## src/rtl/tdc_pkg.sv

```systemverilog
// Shared types and helpers for the TDC sweep controller and its statistics accumulator.
package tdc_pkg;

  typedef enum logic [2:0] {
    ST_IDLE,
    ST_LAUNCH,
    ST_WAIT,
    ST_SETTLE,
    ST_DONE
  } sweep_state_e;

  localparam int TIMEOUT_DEFAULT = 15;
  localparam int SETTLE_DEFAULT  = 2;

  function automatic int hw_width(input int n);
    return $clog2(n) + 1;
  endfunction

endpackage

```

## src/rtl/tdc_stats_accum.sv

```systemverilog
// Running sum / min / max / count of Hamming-weight samples, with clamping to the line length.
module tdc_stats_accum
  import tdc_pkg::*;
#(
  parameter int  N     = 64,
  parameter int  CNT_W = 8,
  localparam int HW_W  = hw_width(N),
  localparam int SUM_W = HW_W + CNT_W
) (
  input  logic             clk,
  input  logic             rst,
  input  logic             clear,
  input  logic             accept,
  input  logic [HW_W-1:0]  hw,
  output logic [SUM_W-1:0] sum,
  output logic [HW_W-1:0]  hw_min,
  output logic [HW_W-1:0]  hw_max,
  output logic [CNT_W-1:0] count
);

  localparam logic [HW_W-1:0] HW_FULL = HW_W'(N);

  logic [HW_W-1:0]  hw_clamped;
  logic [SUM_W-1:0] sum_d, sum_q;
  logic [HW_W-1:0]  min_d, min_q;
  logic [HW_W-1:0]  max_d, max_q;
  logic [CNT_W-1:0] count_d, count_q;

  // NOTE: every always_comb output gets a default first, so no path can infer a latch.
  always_comb begin
    hw_clamped = (hw > HW_FULL) ? HW_FULL : hw;
    sum_d      = sum_q;
    min_d      = min_q;
    max_d      = max_q;
    count_d    = count_q;
    if (clear) begin
      sum_d   = '0;
      min_d   = HW_FULL;
      max_d   = '0;
      count_d = '0;
    end else if (accept) begin
      sum_d   = sum_q + SUM_W'(hw_clamped);
      count_d = count_q + CNT_W'(1);
      if (hw_clamped < min_q) min_d = hw_clamped;
      if (hw_clamped > max_q) max_d = hw_clamped;
    end
  end

  // NOTE: sequential state uses non-blocking assignments only, so every flop sees pre-edge values.
  always_ff @(posedge clk or posedge rst) begin
    if (rst) begin
      sum_q   <= '0;
      min_q   <= HW_FULL;
      max_q   <= '0;
      count_q <= '0;
    end else begin
      sum_q   <= sum_d;
      min_q   <= min_d;
      max_q   <= max_d;
      count_q <= count_d;
    end
  end

  assign sum    = sum_q;
  assign hw_min = min_q;
  assign hw_max = max_q;
  assign count  = count_q;

endmodule

```

## src/rtl/tdc_sweep_ctrl.sv

```systemverilog
// Sweep initiator: launches TDC measurements, waits for each result with a timeout,
// and feeds accepted samples into the statistics accumulator.
module tdc_sweep_ctrl
  import tdc_pkg::*;
#(
  parameter int  N       = 64,
  parameter int  CNT_W   = 8,
  parameter int  TIMEOUT = TIMEOUT_DEFAULT,
  parameter int  SETTLE  = SETTLE_DEFAULT,
  localparam int HW_W    = hw_width(N)
) (
  input  logic                  clk,
  input  logic                  rst,
  input  logic                  start,
  input  logic                  abort,
  input  logic [CNT_W-1:0]      n_samples,
  output logic                  tdc_en,
  output logic                  tdc_val_in,
  output logic                  tdc_pg_tog,
  input  logic [HW_W-1:0]       tdc_hw,
  input  logic                  tdc_val_out,
  output logic                  busy,
  output logic                  done,
  output logic                  timeout_err,
  output logic [HW_W+CNT_W-1:0] sum,
  output logic [HW_W-1:0]       hw_min,
  output logic [HW_W-1:0]       hw_max,
  output logic [CNT_W-1:0]      sample_cnt
);

  localparam int TMO_W = $clog2(TIMEOUT + 1);
  localparam int SET_W = (SETTLE > 0) ? $clog2(SETTLE + 1) : 1;

  sweep_state_e     state_d, state_q;
  logic [CNT_W-1:0] n_d, n_q;
  logic [TMO_W-1:0] tmo_d, tmo_q;
  logic [SET_W-1:0] set_d, set_q;
  logic             err_d, err_q;
  logic             pg_d, pg_q;
  logic             val_in_q, done_q, busy_q;
  logic             stats_clear, stats_accept;

  always_comb begin
    state_d      = state_q;
    n_d          = n_q;
    tmo_d        = tmo_q;
    set_d        = set_q;
    err_d        = err_q;
    stats_clear  = 1'b0;
    stats_accept = 1'b0;
    // Abort wins over everything, including a result arriving in the same cycle.
    if (abort && state_q != ST_IDLE) begin
      state_d = ST_IDLE;
    end else begin
      case (state_q)
        ST_IDLE: if (start) begin
          n_d         = n_samples;
          err_d       = 1'b0;
          stats_clear = 1'b1;
          state_d     = (n_samples == '0) ? ST_DONE : ST_LAUNCH;
        end
        ST_LAUNCH: begin
          tmo_d   = '0;
          state_d = ST_WAIT;
        end
        ST_WAIT: begin
          if (tdc_val_out) begin
            stats_accept = 1'b1;
            if (sample_cnt + CNT_W'(1) == n_q) begin
              state_d = ST_DONE;
            end else if (SETTLE == 0) begin
              state_d = ST_LAUNCH;
            end else begin
              set_d   = '0;
              state_d = ST_SETTLE;
            end
          end else if (int'(tmo_q) >= TIMEOUT - 1) begin
            err_d   = 1'b1;
            state_d = ST_DONE;
          end else begin
            tmo_d = tmo_q + TMO_W'(1);
          end
        end
        ST_SETTLE: begin
          if (int'(set_q) >= SETTLE - 1) state_d = ST_LAUNCH;
          else                           set_d   = set_q + SET_W'(1);
        end
        ST_DONE:  state_d = ST_IDLE;
        default:  state_d = ST_IDLE;
      endcase
    end
    pg_d = pg_q ^ (state_d == ST_LAUNCH);
  end

  always_ff @(posedge clk or posedge rst) begin
    if (rst) begin
      state_q  <= ST_IDLE;
      n_q      <= '0;
      tmo_q    <= '0;
      set_q    <= '0;
      err_q    <= 1'b0;
      pg_q     <= 1'b0;
      val_in_q <= 1'b0;
      done_q   <= 1'b0;
      busy_q   <= 1'b0;
    end else begin
      state_q  <= state_d;
      n_q      <= n_d;
      tmo_q    <= tmo_d;
      set_q    <= set_d;
      err_q    <= err_d;
      pg_q     <= pg_d;
      val_in_q <= (state_d == ST_LAUNCH);
      done_q   <= (state_d == ST_DONE);
      busy_q   <= (state_d != ST_IDLE);
    end
  end

  tdc_stats_accum #(.N(N), .CNT_W(CNT_W)) u_stats (
    .clk    (clk),
    .rst    (rst),
    .clear  (stats_clear),
    .accept (stats_accept),
    .hw     (tdc_hw),
    .sum    (sum),
    .hw_min (hw_min),
    .hw_max (hw_max),
    .count  (sample_cnt)
  );

  assign tdc_en      = busy_q;
  assign busy        = busy_q;
  assign done        = done_q;
  assign tdc_val_in  = val_in_q;
  assign tdc_pg_tog  = pg_q;
  assign timeout_err = err_q;

endmodule

```

## config.mk

```make
export PLATFORM = sky130hd
export DESIGN_NAME = tdc_sweep_ctrl
export DESIGN_NICKNAME = d
export VERILOG_FILES = /design/src/rtl/tdc_pkg.sv /design/src/rtl/tdc_stats_accum.sv /design/src/rtl/tdc_sweep_ctrl.sv
export SDC_FILE = /design/constraint.sdc
export NUM_CORES = 1
export LEC_CHECK = 0
export CAP_MARGIN = 20
export CORE_MARGIN = 2
export CORE_UTILIZATION = 35
export CTS_BUF_LIST = sky130_fd_sc_hd__clkbuf_4 sky130_fd_sc_hd__clkbuf_8
export CTS_CLUSTER_DIAMETER = 40
export DETAILED_ROUTE_END_ITERATION = 8
export PLACE_DENSITY = 0.66
export REMOVE_ABC_BUFFERS = 1
export SLEW_MARGIN = 10
export SYNTH_ARGS = -nofsm -noshare
export SYNTH_HDL_FRONTEND = slang
export SYNTH_SLANG_ARGS = --single-unit
export TNS_END_PERCENT = 30
```

## constraint.sdc

```tcl
create_clock -name clk -period 2.73 [get_ports clk]
set_input_delay 0.4095 -clock clk [delete_from_list [all_inputs] [get_ports clk]]
set_output_delay 0.4095 -clock clk [all_outputs]
set_load 0.02 [all_outputs]
```

==> summary.md <==
| Metric | Value |
|---|---|
| Outcome | `finished, final reports clean` |
| Met3 Resource Use GR | `3.618%` |
| Rel. slew slack | `58.28%` |
| Hold Path Class | `primary input to asynchronous set/reset pin` |
| Worst-path clk slew | `0.07 ns` |
| Max-cap violation count | `0` |
| Pwr Density | `868.9 mW/mm^2` |
| Post-synth EDFFs | `0` |
| Slew Viols, Final | `0` |
| Number of global-route vias before repair | `3286` |
| Initial antenna violation count | `0` |
| Tot Pwr | `4.178 mW` |
| Final period util | `93.52%` |
| Seq. cell area | `0.001478 sq mm` |
| Proportion of synthesized chip area in sequential cells | `41.53%` |
| Die W | `104.8 um` |
| WL per Instance | `14.54 um` |
| #FFs+latches synth | `59` |
| Most area-hungry cell type in the Yosys netlist | `dfrtp_1` |
| Initial drt markers | `144` |
| Final setup viols | `0` |
| Clk_lat worst skew | `0.35 ns` |
| Met1 global-route usage | `22.03%` |
| Die area | `0.01099 sq mm` |
| Area Growth Syn to Fin | `35.13%` |
| Antenna viol nets, final | `0` |
| TritonRoute pass-1 iters | `4` |
| Final wirelength | `9.117 mm` |
| TritonCTS buffer count | `9` |
| Crit path DAT | `2.82 ns` |
| Most common cell after layout, fill and taps aside | `clkdlybuf4s50_1` |
| Synth Flop Type | `dfrtp_1` |
| Fill cell count | `993` |
| Pre-CTS WS | `-0.2643 ns` |
| Hpwl dp | `6.896 mm` |
| Share of cells above drive strength 1 | `14.98%` |
| Die extent in y | `104.8 um` |
| Worst path cell trace | `clkdlybuf4s50_1 > nand2b_1 > inv_1 > ha_1 > fa_1 > a21o_1 > a21oi_2 > o21bai_1 > a21oi_2 > o21ba_4 > o21ai_0 > a21oi_1` |
| Warnings, synthesis | `0` |
| Io pins | `63` |
| Worst setup SP type | `primary input` |
| Grt ovf | `0` |
| Syn Std Cell Area | `0.003558 sq mm` |
| VDD IR max | `0.0003577 V` |
| RSZ-0062 raised after global routing | `false` |
| # clock sinks | `59` |
| Top post-synthesis cells by area | `dfrtp_1 (41%), ha_1 (8.4%), nand2_1 (5.9%)` |
| Busiest grt layer | `met2` |
| Worst-margin pin slew | `0.6200 ns` |
| Hold buffer count at CTS | `0` |
| Synthesized area per cell | `9.009 sq um` |
| Distinct cells, synth | `57` |
| Critical Path Most Common Cell | `a21oi_2` |
| Core ar. | `0.009819 sq mm` |
| Largest net degree at the start of global routing | `25` |
| DP Area | `0.004553 sq mm` |
| Min Clock Period, post-route | `2.553 ns` |
| First-pass GRT wire length | `15.56 mm` |
| CTS tree | `yes` |
| R2R cell count | `8` |
| CP bufs+invs | `2` |
| Commonest non-fill, non-tap cells in the layout | `clkdlybuf4s50_1 (62), dfrtp_1 (58), nand2_1 (56)` |
| Area of the multi-input gates | `0.001951 sq mm` |
| GPL Wtd Cong | `0.8134` |
| GRT Util Overall | `17.63%` |
| LEAKAGE | `2.168 nW` |
| Worst Setup End Kind | `register` |
| Max Fanout on Critical Path | `6` |
| Vias | `3176` |
| R2R Setup Slk | `0.25 ns` |
| WP depth | `12` |
| Yosys top cell area share | `40.79%` |
| CTS Root Cell | `clkbuf_8` |
| H-tree depth | `3` |
| Achievable clock frequency | `391.7 MHz` |
| Row count | `36` |
| Post-route setup slack | `0.1770 ns` |
| Fin Hold WS | `0.4529 ns` |
| Post-DR vias/cell | `5.065` |
| Fraction of registers with async set/reset | `100.0%` |
| Met2 capacity usage during global routing | `29.59%` |
| FF-to-FF End | `tdc_pg_tog` |
| # diodes | `0` |
| Final net count | `534` |
| Critical path class | `primary input to register` |
| Slowest CP cell | `clkdlybuf4s50_1` |
| Clock buffer depth | `2` |
| Worst reg2reg startpoint | `u_stats.count[0]` |
| Slowest stage delay, CP | `0.51 ns` |
| Final Hold Viols | `0` |
| Top delay family on crit path | `compound AO/OA/AOI/OAI gates` |
| # port buffers | `62` |
| Final Cell Area | `0.004808 sq mm` |
| Initial Util | `36.24%` |
| # DRC | `0` |
| Syn Inst Count | `395` |
| Fin Clk Skew | `0.008911 ns` |
| Required time of the critical path | `3.00 ns` |
-- routing by layer --
| metal | vias up | share of wire, % |
|---|---|---|
| met3 | 15 | 3.6 |
| met2 | 56 | 50 |
| met5 | - | 0 |
| met1 | 1545 | 45 |
| met4 | 0 | 1.9 |
| li1 | 1560 | - |
-- registers in the layout, indices dropped and copies added (netlist names) --
register / count
busy: 1
done: 1
n_q: 8
set_q: 2
state_q: 3
tdc_pg_tog: 1
tdc_val_in: 1
timeout_err: 1
tmo_q: 4
u_stats.count: 8
u_stats.hw_max: 7
u_stats.hw_min: 7
u_stats.sum: 15
-- cells in the mapped netlist, types with 2 or more instances --
| master | instances |
|---|---|
| o21ai_0 | 35 |
| nor4_1 | 2 |
| nor3_1 | 7 |
| nand2b_1 | 5 |
| a21oi_1 | 24 |
| a31oi_1 | 3 |
| nor2_1 | 24 |
| nand3_1 | 24 |
| or2_2 | 2 |
| a21o_1 | 5 |
| xnor2_1 | 14 |
| nand3_2 | 2 |
| mux2i_1 | 7 |
| clkbuf_1 | 9 |
| o31ai_1 | 3 |
| nor3b_1 | 2 |
| and2_1 | 2 |
| a22o_1 | 2 |
| o211ai_1 | 4 |
| o21bai_1 | 4 |
| nand3b_1 | 3 |
| ha_1 | 24 |
| buf_2 | 2 |
| nand2_1 | 56 |
| inv_1 | 24 |
| xor2_1 | 3 |
| o21a_1 | 3 |
| nor2b_1 | 7 |
| dfrtp_1 | 58 |
| a211oi_1 | 3 |
| a31o_2 | 2 |
| or3_1 | 5 |
-- final cells by class --
class | count | area share, %
clock inverters | 7 | 2.420
well taps | 133 | 3.461
inverters | 24 | 1.874
clock buffers | 9 | 2.576
multi-input cells | 298 | 40.57
flip-flops and latches | 59 | 30.73
repair buffers | 97 | 18.37
-- worst max-delay path by stage --
stage | from | to | slack, ns
2_1_floorplan | state_q[0] | timeout_err | -0.23
3_3_place_gp | tdc_hw[6] | u_stats.sum[10] | -0.19
3_5_place_dp | tdc_hw[6] | u_stats.sum[10] | -0.26
4_1_cts | tdc_hw[6] | u_stats.sum[8] | 0.11
5_1_grt | tdc_hw[6] | u_stats.sum[10] | 0.006
6_report | tdc_hw[6] | u_stats.sum[10] | 0.18
-- metrics by stage --
| step | setup TNS [ns] | util [%] | cells |
|---|---|---|---|
| after floorplan | -1.175 | - | 381 |
| after global placement | -1.251 | 46.37 | 611 |
| after detailed placement | -1.615 | 46.37 | 611 |
| after CTS | 0 | 48.82 | 627 |
| after global routing | 0 | 48.97 | 627 |
| final | 0 | 48.97 | 627 |
-- kinds of logic (layout without fill, tap and decap cells) --
logic type      count (synthesis)  in the layout  synth area share [%]
simple gates                  150            150                 21.31
compound gates                 97             97                 17.02
flops                          59             59                 41.53
buf+inv                        38            137                 4.219
fa+ha+maj                      25             25                 9.001
xor+xnor                       18             18                 4.642
mux                             8              8                 2.286
-- worst reg2reg max path: cells and delay by family (launching register included) --
kind / cells / cell delay (ns)
adder cells (fa/ha/maj): 1 / 0.24
AND/OR/NAND/NOR: 4 / 1.29
XOR/XNOR: 2 / 0.33
AO/OA/AOI/OAI: 1 / 0.15
flip-flops: 1 / 0.36
-- repair_timing --
action | 4_1_cts | 5_1_grt
setup buffers | 0 | 0
endpoints found under the setup margin | 0 | 8
resized for setup | 0 | 4
-- power by group --
part	leakage (nW)	internal, mW	switching [mW]
clock network	0.119	0.604	0.371
logic	1.26	0.867	1.04
registers	0.788	1.11	0.189
total	2.17	2.58	1.60
(Power assumes the default switching activity.)
